[src/rtl/pwm_capture.sv]
// PWM capture: measures period and high time of a PWM line in clock cycles.
// Optional 2-flop input synchroniser selected by PWM_CAPTURE_SYNC_EN.
module pwm_capture #(
    parameter int W = 8
) (
    input  logic         clock,
    input  logic         reset,
    input  logic         io_in,
    output logic [W-1:0] io_period,
    output logic [W-1:0] io_high,
    output logic         io_valid,
    output logic         io_timeout,
    output logic         io_busy
);

    typedef enum logic [1:0] {
        IDLE = 2'd0,
        HIGH = 2'd1,
        LOW  = 2'd2
    } state_t;

    localparam logic [W-1:0] CNT_MAX  = {W{1'b1}};
    localparam logic [W-1:0] CNT_ONE  = {{(W-1){1'b0}}, 1'b1};
    localparam logic [W-1:0] CNT_ZERO = {W{1'b0}};

    state_t       state_r;
    state_t       state_nxt_s;
    logic [W-1:0] cnt_r;
    logic [W-1:0] hcnt_r;
    logic [W-1:0] cnt_nxt_s;
    logic [W-1:0] hcnt_nxt_s;
    logic [W-1:0] period_nxt_s;
    logic [W-1:0] high_nxt_s;
    logic         valid_nxt_s;
    logic         timeout_nxt_s;
    logic         prev_r;
    logic         in_s;
    logic         rise_s;
    logic         fall_s;
    logic         timeout_s;

`ifdef PWM_CAPTURE_SYNC_EN
    logic sync1_r;
    logic sync2_r;

    // Two-flop synchroniser; resets high so a high line is not seen as a rise.
    always_ff @(posedge clock) begin
        if (!reset) begin
            sync1_r <= 1'b1;
            sync2_r <= 1'b1;
        end else begin
            sync1_r <= io_in;
            sync2_r <= sync1_r;
        end
    end

    assign in_s = sync2_r;
`else
    assign in_s = io_in;
`endif

    assign rise_s    = in_s & ~prev_r;
    assign fall_s    = ~in_s & prev_r;
    // A rise at the last count is still a valid measurement.
    assign timeout_s = (state_r != IDLE) && (cnt_r == CNT_MAX) && !rise_s;

    // State register with busy flag registered alongside it.
    always_ff @(posedge clock) begin
        if (!reset) begin
            state_r <= IDLE;
            io_busy <= 1'b0;
        end else begin
            state_r <= state_nxt_s;
            io_busy <= (state_nxt_s != IDLE);
        end
    end

    // Next-state decode.
    always_comb begin
        state_nxt_s = state_r;
        case (state_r)
            IDLE: begin
                if (rise_s) state_nxt_s = HIGH;
                else        state_nxt_s = IDLE;
            end
            HIGH: begin
                if (timeout_s)   state_nxt_s = IDLE;
                else if (fall_s) state_nxt_s = LOW;
                else             state_nxt_s = HIGH;
            end
            LOW: begin
                if (timeout_s)   state_nxt_s = IDLE;
                else if (rise_s) state_nxt_s = HIGH;
                else             state_nxt_s = LOW;
            end
            default: state_nxt_s = IDLE;
        endcase
    end

    // Counter and output next values per state.
    always_comb begin
        cnt_nxt_s     = cnt_r;
        hcnt_nxt_s    = hcnt_r;
        period_nxt_s  = io_period;
        high_nxt_s    = io_high;
        valid_nxt_s   = 1'b0;
        timeout_nxt_s = 1'b0;
        case (state_r)
            IDLE: begin
                if (rise_s) begin
                    cnt_nxt_s  = CNT_ONE;
                    hcnt_nxt_s = CNT_ONE;
                end else begin
                    cnt_nxt_s  = CNT_ZERO;
                    hcnt_nxt_s = CNT_ZERO;
                end
            end
            HIGH: begin
                if (timeout_s) begin
                    cnt_nxt_s     = CNT_ZERO;
                    hcnt_nxt_s    = CNT_ZERO;
                    timeout_nxt_s = 1'b1;
                end else begin
                    cnt_nxt_s  = cnt_r + CNT_ONE;
                    hcnt_nxt_s = hcnt_r + {{(W-1){1'b0}}, in_s};
                end
            end
            LOW: begin
                if (timeout_s) begin
                    cnt_nxt_s     = CNT_ZERO;
                    hcnt_nxt_s    = CNT_ZERO;
                    timeout_nxt_s = 1'b1;
                end else if (rise_s) begin
                    period_nxt_s = cnt_r;
                    high_nxt_s   = hcnt_r;
                    valid_nxt_s  = 1'b1;
                    cnt_nxt_s    = CNT_ONE;
                    hcnt_nxt_s   = CNT_ONE;
                end else begin
                    cnt_nxt_s = cnt_r + CNT_ONE;
                end
            end
            default: begin
                cnt_nxt_s  = CNT_ZERO;
                hcnt_nxt_s = CNT_ZERO;
            end
        endcase
    end

    // Datapath and registered outputs; prev resets high to ignore an already-high line.
    always_ff @(posedge clock) begin
        if (!reset) begin
            cnt_r      <= CNT_ZERO;
            hcnt_r     <= CNT_ZERO;
            prev_r     <= 1'b1;
            io_period  <= CNT_ZERO;
            io_high    <= CNT_ZERO;
            io_valid   <= 1'b0;
            io_timeout <= 1'b0;
        end else begin
            cnt_r      <= cnt_nxt_s;
            hcnt_r     <= hcnt_nxt_s;
            prev_r     <= in_s;
            io_period  <= period_nxt_s;
            io_high    <= high_nxt_s;
            io_valid   <= valid_nxt_s;
            io_timeout <= timeout_nxt_s;
        end
    end

endmodule

[config.mk]
export PLATFORM = sky130hd
export DESIGN_NAME = pwm_capture
export DESIGN_NICKNAME = d
export VERILOG_FILES = /design/src/rtl/pwm_capture.sv
export SDC_FILE = /design/constraint.sdc
export NUM_CORES = 1
export LEC_CHECK = 0
export BUFFER_PORTS_ARGS = -buffer_cell sky130_fd_sc_hd__buf_2
export CORE_MARGIN = 2
export CORE_UTILIZATION = 45
export DETAILED_ROUTE_END_ITERATION = 10
export HOLD_SLACK_MARGIN = 0.05
export PLACE_DENSITY = 0.69
export RECOVER_POWER = 100
export SYNTH_ARGS = -nofsm -noshare
export SYNTH_HDL_FRONTEND = slang
export SYNTH_SLANG_ARGS = --single-unit
[constraint.sdc]
create_clock -name clock -period 3.1 [get_ports clock]
set_clock_uncertainty 0.2 [all_clocks]
set_input_delay 0.62 -clock clock [delete_from_list [all_inputs] [get_ports clock]]
set_output_delay 0.62 -clock clock [all_outputs]
set_load 0.02 [all_outputs]
* After elaboration in Yosys (flattened, before gate mapping)
Index checks and enable logic that the tools add are counted.
Word-level totals: bits in registers 38, output and inout port bits 19
Operators by class: add/sub/neg operators 2, equal/unequal tests 4, multiplexer cells 17, bitwise logic cells 7, reduce and logical (&&, ||, !) cells 10
Operators by type and width (number):
- 2-to-1 mux 8 bit | 6
- case mux 8 bit (3 select lines) | 2
- adder 8 x 1 -> 8 bit | 1
- adder 8 x 1 -> 8 bit (second input constant) | 1
- equality test 8 bit (second input constant) | 1
- 2-to-1 mux 2 bit | 4
- case mux 2 bit (3 select lines) | 1
- NOT 1 bit | 5
- 2-to-1 mux 1 bit | 4
- nonzero test 2 bit | 2
- inequality test 3 bit (second input constant) | 1
- AND reduction 3 bit | 1
- OR reduction 3 bit | 1
- bitwise AND 1 bit | 2
- equality test 2 x 1 -> 1 bit (second input constant) | 1
- equality test 2 bit (second input constant) | 1
- logical AND 1 bit | 2
- zero test 2 bit | 1
- AND reduction 2 bit | 1
- OR reduction 2 bit | 1
- zero test 1 bit | 1

* Depth between registers and ports, before layout
depth after elaboration 7, mapped depth 7, gate-level depth less buffers 6

* Worst setup path before layout
No wires, ideal clock.
path kind register -> register, start point register state_r[0], end point register hcnt_r[5], data arrival time 1.706 ns, required time 2.828 ns, setup slack 1.122 ns, cell stages (with the launch flop) 8, path buffers 1, period minus slack after synthesis 1.978 ns, path through dfxtp_1 inv_1 ha_1 nand4b_1 o211a_1 buf_6 or3_1 a21oi_1
Between the ends: word-level cells in the longest chain between the ends 5, elaborated cells on any way between the ends 10
Ends and longest elaborated chain:
- start, declared | RTL line 26 | state_t state_r;
- start signal, assigned | RTL line 73 | state_r <= state_nxt_s;
- nonzero test 2 bit | RTL line 65 | assign timeout_s = (state_r != IDLE) && (cnt_r == CNT_MAX) && !rise_s;
- logical AND 1 bit (2 in a row) | RTL line 65
- 2-to-1 mux 8 bit, on equally long branches | RTL line 129, 119
- case mux 8 bit (3 select lines) | RTL line 108 | case (state_r)
- end signal, assigned | RTL line 162 | hcnt_r <= hcnt_nxt_s;
- end, declared | RTL line 29 | logic [W-1:0] hcnt_r;
Several ways; a longest one is shown, not always the timed one. A chain may end at the register's enable or synchronous reset.

* Worst setup path after layout
start point register state_r[0], end point register hcnt_r[3]
The elaborated chain is that of the path after synthesis.

==> summary.txt <==
Outcome: completed
Total gr overflow: 0
Leakage: 0.627 nW
Total track usage: 0.170
Synth Instances: 190
Fin. max-slew vios: 0
Hold_sp: io_period[1]$_SDFFE_PN0P_
Number of synthesized register bits: 38
Area fraction of the dominant cell type after synthesis: 0.461
Total power: 0.868 mW
Clock Tree Root: clkbuf_8
Post-Synthesis Cell Area: 1650 µm²
Core Area: 3610 µm²
RSZ-0062 raised after global routing: false
FF-to-FF path depth: 6
Die Ht: 64.6 µm
H-tree levels: 2
Hold EP: io_period[1]$_SDFFE_PN0P_
Met2 global-route usage: 0.262
Post-synth ARST share: 0
# rows: 22
GR Util met1: 0.215
Initial antenna violation count: 0
Worst setup margin: 803 ps
Setup tns final: 0 ps
Period utilization: 0.741
Gpl congestion: 0.856
Synth Net Count: 200
Power density over cell area: 470 nW/µm²
Pin count of the biggest net entering global routing: 23
Worst-path clk slew: 70 ps
Final Hold Fails: 0
R2R setup slack: 800 ps
R2r startpoint: state_r[0]$_SDFF_PN0_
Total of max-cap violations: 0
DIE AREA: 4170 µm²
Final setup vio count: 0
Hold path depth: 2
Antenna-violating nets left: 0
Syn avg cell area: 8.69 µm²
Post-synth top area cell: dfxtp_1
Type of the worst setup path: flip-flop to flip-flop
CTS buffer count: 5
Total Wirelength: 3.13 mm
Via count: 1322
Synth area leaders: dfxtp_1, nand2_1, a21boi_0, ha_1, a21oi_1
Pre-CTS WS: 767 ps
Routed vias/inst: 5.08
Initial DRC count: 67
Post-synth EDFFs: 0
Share of layout cells above drive strength 1: 0.0660
Hold-fix buffers, CTS: 0
CTS Sinks: 38
DRC viols: 0
Post-synthesis sequential area ratio: 0.461
Min Tclk post-route: 2300 ps
Die Wd: 64.6 µm
IO Port Bufs: 21
CTS tree: yes
Most used DFF post-synth: dfxtp_1
Initial Utilization: 0.458
Post-synth top cells: nand2_1, dfxtp_1, a21boi_0, a21oi_1, nor2_1
Post-route cell area: 1850 µm²
First-pass GRT wire length: 5.44 mm
Post-DP Area: 1780 µm²
ANT cells: 0
Hold slack: 266 ps
Worst setup SP type: flip-flop
Worst skew pair latency: 290 ps
First drt pass iteration count: 4
Worst r2r dst: hcnt_r[3]$_SDFFE_PN0P_
Fmax achieved: 0.435 GHz
Top-count cell post-synth: nand2_1
Vias in the first global route: 1238
Deepest clock path buffer count: 2
Hold WC Path Type: flip-flop to flip-flop
Wirelength per Cell: 12.0 µm
I/O pin count: 22
FILL cells: 377
Actual slew at the worst max-slew pin: 826 ps
Synth warn: 0
Slew Limit Headroom: 0.449
Nets@finish: 221
Post_cts resized: 0
Worst-path maximum fanout: 13
HPWL after DPL: 2.20 mm
P&R area growth vs syn: 11.8%
Distinct cell type count after synthesis: 35
Met3 usage: 0.0503
Most Crowded Layer GR: met2
CP Capture Type: flip-flop
Arrival time worst endpoint: 2310 ps
Setup Fix Bufs, Post-CTS: 0
Critical Path RT: 3110 ps
Peak supply drop: 0.000198 V
## layer usage
metal | up-vias | part of all wire
met5 | - | 0
met4 | 0 | 0.025
met3 | 8 | 0.055
met2 | 31 | 0.43
met1 | 585 | 0.49
li1 | 698 | -
## flip-flops by register name, summed over array words and instances, names as in the netlist
| signal | count |
|---|---|
| cnt_r | 8 |
| hcnt_r | 8 |
| io_high | 8 |
| io_period | 8 |
| state_r | 2 |
| io_busy | 1 |
| io_timeout | 1 |
| io_valid | 1 |
| prev_r | 1 |
## cells by family after synthesis
| kind of cell | count (synthesis) | share of synthesized area |
|---|---|---|
| and+or+nand+nor | 78 | 0.230 |
| AOI/OAI and AO/OA | 47 | 0.186 |
| DFF | 38 | 0.461 |
| buffers and inverters | 14 | 0.0379 |
| adders and majority gates | 7 | 0.0530 |
| xor gates and xnor gates | 6 | 0.0318 |
## per-stage QoR
step,instances,utilization
after CTS,260,0.520
final,260,0.512
after global placement,252,0.495
after detailed placement,252,0.495
after floorplan,190,-
after global routing,260,0.512
## cells in the final DEF (no fill, tap or decap), drive strengths merged, types with 4 or more instances in the layout
cell / n
nand2: 39
dfxtp: 38
clkbuf: 28
a21boi: 16
a21oi: 13
nor2: 10
o21ai: 7
ha: 7
or3: 7
inv: 6
xor2: 5
nand2b: 4
nand3: 4
nand4: 4
## final cells by class
class,instances,area (µm²),area share
Multi-Input combinational cell,138,828,0.449
Timing Repair Buffer,22,83.8,0.0454
Clock buffer,7,86.3,0.0467
Clock inverter,1,5.00,0.00271
Inverter,6,22.5,0.0122
Sequential cell,38,761,0.412
Tap cell,48,60.1,0.0325
## critical path, stage by stage, from the launching register on
cell	delay (ps)
dfxtp_1	360
inv_1	70
ha_1	240
nand4b_1	300
o211a_1	400
or3_2	480
a21oi_1	160
## how the worst max path moves through the flow
stage	start	endpoint	slack [ps]	cells after the start
floorplan	state_r[0]$_SDFF_PN0_	hcnt_r[5]$_SDFFE_PN0P_	1120	7
global placement	io_in	state_r[1]$_SDFF_PN0_	740	5
detailed placement	io_in	state_r[1]$_SDFF_PN0_	770	5
CTS	state_r[0]$_SDFF_PN0_	hcnt_r[3]$_SDFFE_PN0P_	840	6
global route	state_r[0]$_SDFF_PN0_	io_high[1]$_SDFFE_PN0P_	420	7
finish	state_r[0]$_SDFF_PN0_	hcnt_r[3]$_SDFFE_PN0P_	800	6
## where the power goes
part	total, mW	internal, mW	leakage (nW)	switching [mW]
Sequential	0.494	0.492	0.307	0.00289
Clock	0.341	0.179	0.0482	0.162
Combinational	0.0320	0.0127	0.272	0.0193
No activity file was read; power rests on OpenSTA's default activity.
